`config.mk`:
```
export PLATFORM = sky130hd
export DESIGN_NAME = layer_output_packer_flat
export DESIGN_NICKNAME = d
export VERILOG_FILES = /design/src/rtl/layer_output_packer_pkg.sv /design/src/rtl/layer_output_packer_if.sv /design/src/rtl/layer_output_packer_sm_requant.sv /design/src/rtl/layer_output_packer.sv /design/src/flat_wrapper.sv
export SDC_FILE = /design/constraint.sdc
export NUM_CORES = 1
export LEC_CHECK = 0
export BUFFER_PORTS_ARGS = -buffer_cell sky130_fd_sc_hd__buf_4
export CAP_MARGIN = 20
export CORE_AREA = 2 2 201 203
export DETAILED_ROUTE_END_ITERATION = 12
export DIE_AREA = 0 0 203 205
export HOLD_SLACK_MARGIN = 0.08
export PLACE_DENSITY = 0.76
export SKIP_CTS_REPAIR_TIMING = 1
export SYNTH_ARGS = -nofsm -noshare
export SYNTH_HDL_FRONTEND = slang
export SYNTH_HIERARCHICAL = 1
export SYNTH_SLANG_ARGS = --single-unit
```
`constraint.sdc`:
```
create_clock -name clk -period 4.1 [get_ports clk]
set_input_delay 0.41 -clock clk [delete_from_list [all_inputs] [get_ports clk]]
set_output_delay 0.41 -clock clk [all_outputs]
set_load 0.03 [all_outputs]
```
`src/rtl/layer_output_packer_pkg.sv`:
```
// Shared constants, field helpers and FSM encoding for the layer output packer.
// Widths are derived from the data word width n through constant functions.
package layer_output_packer_pkg;

    localparam int N_DEFAULT = 8;

    // Full MAC sum width: sign bit plus magnitude.
    function automatic int res_width(input int n_w);
        return 3 * n_w - 3;
    endfunction

    function automatic int mag_width(input int n_w);
        return 3 * n_w - 4;
    endfunction

    // Bit position of the sign in a MAC sum.
    function automatic int res_sign_pos(input int n_w);
        return 3 * n_w - 4;
    endfunction

    // Bit position of the sign in a packed data word.
    function automatic int word_sign_pos(input int n_w);
        return n_w - 1;
    endfunction

    // Largest magnitude representable in an n-bit sign-magnitude word.
    function automatic int max_mag(input int n_w);
        return (1 << (n_w - 1)) - 1;
    endfunction

    typedef enum logic [0:0] {
        COLLECT = 1'b0,
        FULL    = 1'b1
    } state_t;

endpackage

```
`src/rtl/layer_output_packer_if.sv`:
```
// Handshake bundle between MAC sums, the packer and the next layer's data input.
interface layer_output_packer_if
    import layer_output_packer_pkg::*;
#(
    parameter int n                 = 8,
    parameter int number_of_outputs = 62
);
    logic [res_width(n)-1:0]          res;
    logic                             res_valid;
    logic                             res_ready;
    logic [number_of_outputs*n-1:0]   data_out;
    logic                             out_valid;
    logic                             out_ready;

    modport master (
        output res, res_valid, out_ready,
        input  res_ready, data_out, out_valid
    );

    modport slave (
        input  res, res_valid, out_ready,
        output res_ready, data_out, out_valid
    );
endinterface

```
`src/rtl/layer_output_packer_sm_requant.sv`:
```
// Combinational requantizer: round, shift, saturate and optionally ReLU a wide
// sign-magnitude MAC sum down to an n-bit sign-magnitude word.
module sm_requant
    import layer_output_packer_pkg::*;
#(
    parameter int n     = 8,
    parameter int SHIFT = 7,
    parameter int RELU  = 1
) (
    input  logic [res_width(n)-1:0] res,
    output logic [n-1:0]            q
);
    localparam int RW = res_width(n);
    localparam int MW = mag_width(n);
    localparam logic [RW-1:0] RND  = {{(RW-1){1'b0}}, 1'b1} << (SHIFT - 1);
    localparam logic [RW-1:0] MAXM = RW'(max_mag(n));

    logic [RW-1:0] m_s;
    logic [n-2:0]  mag_sat_s;
    logic          sign_s;

    // Round-half-up on the magnitude, drop SHIFT bits, then clamp and apply sign rules.
    always_comb begin
        sign_s = res[res_sign_pos(n)];
        m_s    = ({1'b0, res[MW-1:0]} + RND) >> SHIFT;
        if (m_s > MAXM) begin
            mag_sat_s = MAXM[n-2:0];
        end else begin
            mag_sat_s = m_s[n-2:0];
        end
        if (sign_s && (RELU != 0)) begin
            q = {n{1'b0}};
        end else if (mag_sat_s == {(n-1){1'b0}}) begin
            q = {n{1'b0}};
        end else begin
            q = {sign_s, mag_sat_s};
        end
    end
endmodule

```
`src/rtl/layer_output_packer.sv`:
```
// Collects requantized neuron sums into a packed layer vector and hands the
// complete vector downstream with a valid/ready handshake.
module layer_output_packer
    import layer_output_packer_pkg::*;
#(
    parameter int n                 = 8,
    parameter int number_of_outputs = 62,
    parameter int SHIFT             = 7,
    parameter int RELU              = 1
) (
    input  logic                  clk,
    input  logic                  rst,
    layer_output_packer_if.slave  bus
);
    localparam int IW = (number_of_outputs > 1) ? $clog2(number_of_outputs) : 1;
    localparam logic [IW-1:0] LAST_IDX = IW'(number_of_outputs - 1);

    state_t                          state_r;
    logic [IW-1:0]                   idx_r;
    logic [number_of_outputs*n-1:0]  data_r;
    logic                            out_valid_r;
    logic                            res_ready_r;
    logic [n-1:0]                    q_s;

    sm_requant #(
        .n     (n),
        .SHIFT (SHIFT),
        .RELU  (RELU)
    ) u_requant (
        .res (bus.res),
        .q   (q_s)
    );

    // Packer FSM: fill slots in acceptance order, then hold the vector until taken.
    always_ff @(posedge clk) begin
        if (rst) begin
            state_r     <= COLLECT;
            idx_r       <= {IW{1'b0}};
            data_r      <= {(number_of_outputs*n){1'b0}};
            out_valid_r <= 1'b0;
            res_ready_r <= 1'b1;
        end else begin
            case (state_r)
                COLLECT: begin
                    if (bus.res_valid) begin
                        data_r[idx_r*n +: n] <= q_s;
                        if (idx_r == LAST_IDX) begin
                            idx_r       <= {IW{1'b0}};
                            state_r     <= FULL;
                            out_valid_r <= 1'b1;
                            res_ready_r <= 1'b0;
                        end else begin
                            idx_r <= idx_r + {{(IW-1){1'b0}}, 1'b1};
                        end
                    end
                end
                FULL: begin
                    // Release returns to COLLECT only; the freed cycle accepts nothing.
                    if (bus.out_ready) begin
                        state_r     <= COLLECT;
                        out_valid_r <= 1'b0;
                        res_ready_r <= 1'b1;
                    end
                end
                default: begin
                    state_r     <= COLLECT;
                    idx_r       <= {IW{1'b0}};
                    out_valid_r <= 1'b0;
                    res_ready_r <= 1'b1;
                end
            endcase
        end
    end

    assign bus.data_out  = data_r;
    assign bus.out_valid = out_valid_r;
    assign bus.res_ready = res_ready_r;
endmodule
```
`src/flat_wrapper.sv`:
```
// flat-port wrapper written by rule: the top's interface ports become plain ports
module layer_output_packer_flat import layer_output_packer_pkg::*;
#(
    parameter int n                 = 8,
    parameter int number_of_outputs = 62,
    parameter int SHIFT             = 7,
    parameter int RELU              = 1
)
  (clk, rst, bus_res, bus_res_valid, bus_out_ready, bus_res_ready, bus_data_out, bus_out_valid);
  layer_output_packer_if #(.n(n), .number_of_outputs(number_of_outputs)) bus_i ();
  input  logic clk;
  input  logic rst;
  input wire logic [$bits(bus_i.res)-1:0] bus_res;
  input wire logic [$bits(bus_i.res_valid)-1:0] bus_res_valid;
  input wire logic [$bits(bus_i.out_ready)-1:0] bus_out_ready;
  output wire logic [$bits(bus_i.res_ready)-1:0] bus_res_ready;
  output wire logic [$bits(bus_i.data_out)-1:0] bus_data_out;
  output wire logic [$bits(bus_i.out_valid)-1:0] bus_out_valid;
  assign bus_i.res = bus_res;
  assign bus_i.res_valid = bus_res_valid;
  assign bus_i.out_ready = bus_out_ready;
  assign bus_res_ready = bus_i.res_ready;
  assign bus_data_out = bus_i.data_out;
  assign bus_out_valid = bus_i.out_valid;
  layer_output_packer #(.n(n), .number_of_outputs(number_of_outputs), .SHIFT(SHIFT), .RELU(RELU)) u_core (.clk(clk), .rst(rst), .bus(bus_i));
endmodule
```
==> impl_metrics.json, run 1 <==
{
  "status": "complete, no violations",
  "fmax_mhz": 269,
  "tmin_final_ns": 3.71,
  "num_io_pins": 523,
  "chipWidth_um": 203,
  "share_comb_of_total_power": 0.051,
  "detailed_route_drc_error_count": 0,
  "synth_warnings": 6,
  "power.switching_fraction": 0.234,
  "grt_overflow": 0,
  "synth_compound_area_frac": 0.0463,
  "critical_path_arrival_ns": 4.13,
  "yosys.area_share.xor_xnor": 0.00837,
  "yosysUniqueCellTypes": 68,
  "multi_input_combinational_cell_area_um2": 9060,
  "start_util": 0.497,
  "routed_wirelength_um": 66400,
  "worst_clock_skew_ns": 0.0246,
  "die_area_um2": 41600,
  "post_route_cells_drive_above_1_share": 0.280,
  "num_clock_sinks": 505,
  "synth-seq-area-share": 0.516,
  "yosys.area_share.adder": 0.00320,
  "cts_root_buffer": "clkbuf_16",
  "most-common-layout-cells": "buf_4 (550), dfxtp_1 (505), nand2_1 (486), mux2i_1 (387), nor2_1 (115)",
  "p_int_mw": 7.72,
  "final.setup.tns_ns": 0,
  "yosys_register_bits": 505,
  "syn_area_per_cell_um2": 9.59,
  "min-delay-path-class": "in -> reg",
  "grt_pass1_wl_um": 98900,
  "synth_mux_area_frac": 0.199,
  "gp_routability_congestion": 0.887,
  "sequential_power_share": 0.488,
  "area.sequential_um2": 10100,
  "area_growth_syn_to_layout_pct": 31.3,
  "cap_violations": 0,
  "post_synth_inst_count": 2042,
  "htreeDepth": 2,
  "criticalPathCategory": "reg -> reg",
  "synth_fp_nets": 2072,
  "tightest_slew_ns": 1.08,
  "drt_first_pass_iters": 7,
  "synth_top_family_by_area": "simple AND/OR/NAND/NOR gates",
  "unrepaired_setup_endpoints_after_global_routing": "false",
  "syn-cell-area_um2": 19600,
  "final_min_period_over_clock_period": 0.905,
  "routed_wire_length_per_instance_um": 21.5,
  "switching_power_mw": 2.35,
  "final.fill_count": 3191,
  "ir_drop_v": 0.000339,
  "detailroute.via_count": 16900,
  "cts.reportedPaths.clkPinSlew_ns": 0.06,
  "placement_rows": 73,
  "count_of_endpoints_failing_setup_in_the_final_report": 0,
  "critPathMaxFanout": 14,
  "critical_path.startpoint_type": "flip-flop",
  "floorplan.die.height_um": 205,
  "global_route.usage.total": 0.308,
  "drv_slew": 0,
  "initial_antenna_violation_count": 1,
  "post_synth_edffs": 0,
  "vias_in_the_first_global_route": 16700,
  "post_synth_and_or_nand_nor_area_fraction": 0.199,
  "drc_violation_total_after_the_first_tritonroute_iteration": 1318,
  "count_of_nets_after_finishing": 2557,
  "total_leakage_power_nw": 11.8,
  "stdcell_count": 3093,
  "grt_max_degree": 161,
  "worst_slew_margin_rel": 0.276,
  "power_density_nw_per_um2": 392,
  "layout.cells.most_common": "buf_4",
  "routed_via_density": 5.47,
  "post-place-cells": 2999,
  "io_buffer_count": 516,
  "endpoint_kind": "flip-flop",
  "tritoncts_clock_tree": "done",
  "place.detailed.hpwl_um": 47700,
  "dominant_synthesized_flop_cell": "dfxtp_1",
  "clockPowerShare": 0.462,
  "insertion_delay_of_the_later_clocked_pin_in_the_worst_skew_pair_ns": 0.59,
  "tritoncts.num_buffers": 51,
  "route.antenna.remaining_nets": 0,
  "postSynth.asyncResetShare": 0,
  "number_of_buffers_on_the_longest_clock_path": 3,
  "worst_ep_required_time_ns": 4.52,
  "core_area_um2": 39400,
  "final-hold-violation-count": 0
}
## power by group through the flow
stage | clock [mW] | sequential (mW) | combinational (mW)
finish | 4.65 | 4.91 | 0.510
global route | 4.91 | 4.91 | 0.540
CTS | 4.72 | 4.91 | 0.495
detailed placement | 0 | 5.02 | 0.493
global placement | 0 | 5.02 | 0.486
floorplan | 0 | 5.02 | 0.322
## stage by stage
step	worst slack, ns	cell area, µm²	util	hold slack (ns)	power [mW]
global route	0.106	25700	0.653	0.113	10.4
detailed placement	0.504	24000	0.610	0.447	5.52
CTS	0.437	25700	0.653	0.0701	10.1
floorplan	0.864	19600	-	0.478	5.34
finish	0.389	25700	0.653	0.102	10.1
global placement	0.651	24000	0.610	0.439	5.51
## sequential cells by signal, summed over array words and instances (netlist names)
name	cells
u_core/bus.data_out	496
u_core/idx_r	6
u_core/state_r	1
u_core/bus.out_valid	1
u_core/bus.res_ready	1
## cells by family after synthesis
family | count (synthesis)
compound gates | 150
xor+xnor | 17
flops | 505
fa+ha+maj | 5
buf+inv | 128
mux | 389
simple gates | 847
other cells | 1
## layer usage
| metal | part of all wire | wire length (µm) | up-vias | global-route usage |
|---|---|---|---|---|
| li1 | - | - | 7888 | - |
| met1 | 0.40 | 26300 | 8209 | 0.367 |
| met2 | 0.49 | 32600 | 656 | 0.528 |
| met3 | 0.072 | 4790 | 158 | 0.0705 |
| met4 | 0.042 | 2780 | 0 | 0.141 |
| met5 | 0 | 0 | - | 0 |
## Yosys cell counts (all sizes together), types with 2 or more instances
cell type / count / area [µm²]
dfxtp: 505 / 10100
nand3: 110 / 551
o22ai: 2 / 32.5
or4b: 2 / 20.0
o2111ai: 3 / 26.3
ha: 5 / 62.6
nor2b: 13 / 81.3
o21ai: 79 / 395
buf: 32 / 170
or3: 4 / 25.0
clkbuf: 88 / 334
a31oi: 7 / 43.8
a31o: 10 / 87.6
a21oi: 29 / 156
a21o: 2 / 15.0
xor2: 7 / 61.3
and3: 4 / 26.3
and2: 12 / 75.1
nand4: 10 / 90.1
nor3: 26 / 196
or4: 5 / 45.0
a41oi: 2 / 17.5
nor2: 130 / 548
nor3b: 4 / 30.0
nor4: 9 / 168
o211ai: 9 / 67.6
and4: 2 / 17.5
mux2i: 388 / 3890
nand2: 503 / 1930
xnor2: 10 / 103
or2: 2 / 12.5
nand2b: 6 / 37.5
inv: 7 / 26.3
## worst max-delay path, cell delays in order (launching register included)
cell      delay (ns)
dfxtp_1         0.62
inv_1           0.15
ha_1            0.38
xor2_1          0.26
buf_4           0.24
nor3_1          0.77
nand4b_1        0.72
mux2i_1         0.33
nor2_1          0.06
## layout make-up
cell class                 instances  share of cell area
sequential                       505               0.393
multi-input combinational       1409               0.352
timing repair buffer             552               0.162
clock buffer                      78              0.0598
tap                              525              0.0256
clock inverter                    15             0.00530
inverter                           8             0.00146
antenna                            1           0.0000973
## worst paths after layout
check / start / end / slack [ns] / depth (start not counted)
worst max-delay path: u_core/idx_r[1] / u_core/bus.data_out[394] / 0.39 / 8
worst min-delay path: bus_out_ready / u_core/bus.res_ready / 0.10 / 3
worst max register to register: u_core/idx_r[1] / u_core/bus.data_out[394] / 0.39 / 8
worst min register to register: u_core/bus.data_out[128] / u_core/bus.data_out[128] / 0.46 / 2
(Power assumes the default switching activity.)
==> inputs of run 2 (changes only) <==
--- a/config.mk
+++ b/config.mk
@@ -5,13 +5,13 @@
 export SDC_FILE = /design/constraint.sdc
 export NUM_CORES = 1
 export LEC_CHECK = 0
+export ABC_AREA = 1
 export BUFFER_PORTS_ARGS = -buffer_cell sky130_fd_sc_hd__buf_4
 export CAP_MARGIN = 20
-export CORE_AREA = 2 2 201 203
+export CORE_UTILIZATION = 54
 export DETAILED_ROUTE_END_ITERATION = 12
-export DIE_AREA = 0 0 203 205
 export HOLD_SLACK_MARGIN = 0.08
-export PLACE_DENSITY = 0.76
+export PLACE_DENSITY = 0.8
 export SKIP_CTS_REPAIR_TIMING = 1
 export SYNTH_ARGS = -nofsm -noshare
 export SYNTH_HDL_FRONTEND = slang
==> impl_metrics.json, run 2 <==
{
  "drt_first_pass_iters": 8,
  "chipWidth_um": 202,
  "worstHoldStart": "bus_out_ready",
  "tmin_final_ns": 3.56,
  "synth-seq-area-share": 0.466,
  "p_int_mw": 8.04,
  "grt_max_degree": 175,
  "critical_path_arrival_ns": 4.08,
  "synth_top_area_share": 0.466,
  "worst_ep_required_time_ns": 4.62,
  "biggest_area_contributors_in_the_synthesized_netlist": "dfxtp_1 (47%), nor2_1 (14%), nand2_1 (12%), inv_1 (6.7%), o21ai_0 (4.7%)",
  "count_of_endpoints_failing_setup_in_the_final_report": 0,
  "routed_wire_length_per_instance_um": 18.8,
  "regToRegStartpoint": "u_core/idx_r[0]",
  "detailroute.via_count": 23000,
  "syn-cell-area_um2": 21700,
  "final-hold-violation-count": 0,
  "final.fill_count": 3343,
  "power.switching_fraction": 0.243,
  "route.antenna.remaining_nets": 0,
  "timing.reg2reg.setup_slack_ns": 0.54,
  "unrepaired_setup_endpoints_after_global_routing": "false",
  "final.setup.tns_ns": 0,
  "postSynth.asyncResetShare": 0,
  "floorplan.die.height_um": 202,
  "sequential_power_share": 0.463,
  "met3_wirelength_um": 8870,
  "synth_fp_nets": 3272,
  "post_synth_edffs": 0,
  "detail_route.wirelength.met1_um": 30200,
  "num_clock_sinks": 505,
  "drc_violation_total_after_the_first_tritonroute_iteration": 2339,
  "switching_power_mw": 2.58,
  "yosysUniqueCellTypes": 34,
  "share_comb_of_total_power": 0.070,
  "core_area_um2": 39600,
  "dominant_synthesized_flop_cell": "dfxtp_1",
  "min-delay-path-class": "in -> reg",
  "cap_violations": 0,
  "number_of_buffers_on_the_longest_clock_path": 3,
  "cts_root_buffer": "clkbuf_16",
  "post_route_cells_drive_above_1_share": 0.186,
  "num_io_pins": 523,
  "start_util": 0.547,
  "most-common-layout-cells": "nor2_1 (825), nand2_1 (668), buf_4 (554), dfxtp_1 (505), inv_1 (387)",
  "layout.cells.most_common": "nor2_1",
  "routed_via_density": 5.42,
  "tightest_slew_ns": 1.30,
  "multi_input_combinational_cell_area_um2": 9320,
  "worst_clock_skew_ns": 0.00882,
  "routed_wirelength_um": 79800,
  "r2r_cells": 15,
  "die_area_um2": 40900,
  "diodes": 0,
  "final_min_period_over_clock_period": 0.868,
  "grt_pass1_wl_um": 119000,
  "criticalPathCategory": "reg -> reg",
  "fmax_mhz": 281,
  "route.met2.wl_um": 36000,
  "final.setup.worst_slack_ns": 0.540,
  "yosys_register_bits": 505,
  "syn_area_per_cell_um2": 6.69,
  "gp_routability_congestion": 0.923,
  "tritoncts_clock_tree": "done",
  "vias_in_the_first_global_route": 20800,
  "critical_path.endpoint": "u_core/bus.data_out[280]",
  "critical_path.startpoint_type": "flip-flop",
  "final_cell_area_excluding_filler_cells_um2": 27700,
  "area_growth_syn_to_layout_pct": 27.8,
  "placement_rows": 73,
  "insertion_delay_of_the_later_clocked_pin_in_the_worst_skew_pair_ns": 0.59,
  "count_of_nets_after_finishing": 3711,
  "dp_slack_ns": 0.696,
  "clockPowerShare": 0.467,
  "post_synth_inst_count": 3242,
  "critPathMaxFanout": 32,
  "grt_overflow": 0,
  "top_signal_layer_used": "met4",
  "total_leakage_power_nw": 13.5,
  "global_route.usage.total": 0.375,
  "largest_register_ff_count": 496,
  "place.detailed.hpwl_um": 56700,
  "post-layout-total-power_mw": 10.6,
  "setup.worst_path.start": "u_core/idx_r[0]",
  "htreeDepth": 2,
  "tritoncts.num_buffers": 51,
  "finalCoreUtilization": 0.699,
  "ir_drop_v": 0.000320,
  "status": "complete, no violations",
  "drv_slew": 0,
  "worst_slew_margin_rel": 0.132,
  "synth_warnings": 6,
  "placed_cell_area_um2": 25900,
  "synth.cells.most_frequent": "nor2_1 (827), nand2_1 (668), dfxtp_1 (505), inv_1 (388), o21ai_0 (204)",
  "io_buffer_count": 516,
  "area.sequential_um2": 10100,
  "endpoint_kind": "flip-flop",
  "cts.reportedPaths.clkPinSlew_ns": 0.06,
  "initial_antenna_violation_count": 0,
  "power_density_nw_per_um2": 384,
  "netlist.top_cell.by_area": "dfxtp_1",
  "detailed_route_drc_error_count": 0,
  "worst_r2r_endpoint": "u_core/bus.data_out[280]",
  "yosysMostFrequentCell": "nor2_1"
}
==> run 2: cell types whose count changed after synthesis, moves of 15 or more <==
cell / before / now
nand2_1: 486 / 668
nor2_1: 116 / 827
nor3_1: 19 / 63
nand3_1: 110 / 41
inv_1: 7 / 388
buf_2: 13 / 46
a21oi_1: 28 / 136
nand4_1: 7 / 157
nand2_2: 17 / 2
inv_2: 0 / 19
mux2i_1: 387 / 0
buf_1: 12 / 36
o21ai_0: 73 / 204
==> run 2: area by class of cell <==
cell class	count	area share
clock buffer	74	0.0558
clock inverter	21	0.00922
inverter	410	0.0559
multi-input combinational	2153	0.336
sequential	505	0.365
tap	525	0.0237
timing repair buffer	560	0.154
==> run 2: worst max-delay path: stages, from the launching register on <==
cell,delay [ns]
dfxtp_1,0.34
inv_2,0.04
buf_4,0.23
nand2_2,0.19
nor2_1,0.06
ha_1,0.18
inv_1,0.10
nand2_1,0.09
nor2_4,0.21
nand4_1,0.38
nor2_2,0.73
buf_4,0.33
nand3_1,0.30
nand2_1,0.15
inv_1,0.05
nor2_1,0.10
==> run 2: power by group through the flow <==
stage / Sequential [mW] / Clock, mW / Combinational, mW
6_report: 4.92 / 4.96 / 0.744
5_1_grt: 4.91 / 5.21 / 0.791
4_1_cts: 4.92 / 5.00 / 0.704
3_5_place_dp: 5.03 / 0 / 0.701
3_3_place_gp: 5.03 / 0 / 0.691
2_1_floorplan: 5.04 / 0 / 0.481
==> run 2: worst min path at each step <==
stage	endpoint	depth (start not counted)	slack, ns
4_1_cts	u_core/bus.res_ready	3	0.06
3_3_place_gp	u_core/bus.res_ready	2	0.43
3_5_place_dp	u_core/bus.data_out[162]	2	0.45
2_1_floorplan	u_core/state_r	2	0.46
6_report	u_core/bus.res_ready	3	0.08
5_1_grt	u_core/bus.res_ready	3	0.08
==> run 2: metal layers <==
layer / track usage / vias to the layer above
met2: 0.593 / 1366
met1: 0.468 / 10500
met5: 0 / -
met3: 0.0793 / 259
li1: - / 11000
met4: 0.228 / 0
==> run 2: per-stage QoR <==
step | hold WS, ns | instances
2_1_floorplan | 0.457 | 3242
3_3_place_gp | 0.434 | 4151
3_5_place_dp | 0.453 | 4151
4_1_cts | 0.0564 | 4246
5_1_grt | 0.0824 | 4248
6_report | 0.0827 | 4248
==> run 2: kinds of logic (layout without fill, tap and decap cells) <==
group / Yosys count / in the layout / share of synthesized area
adder cells (fa/ha/maj): 5 / 5 / 0.00289
AO/OA/AOI/OAI: 347 / 347 / 0.0804
other: 1 / 1 / 0.000173
flip-flops: 505 / 505 / 0.466
buffers and inverters: 584 / 1065 / 0.104
AND/OR/NAND/NOR: 1794 / 1794 / 0.342
XOR/XNOR: 6 / 6 / 0.00364
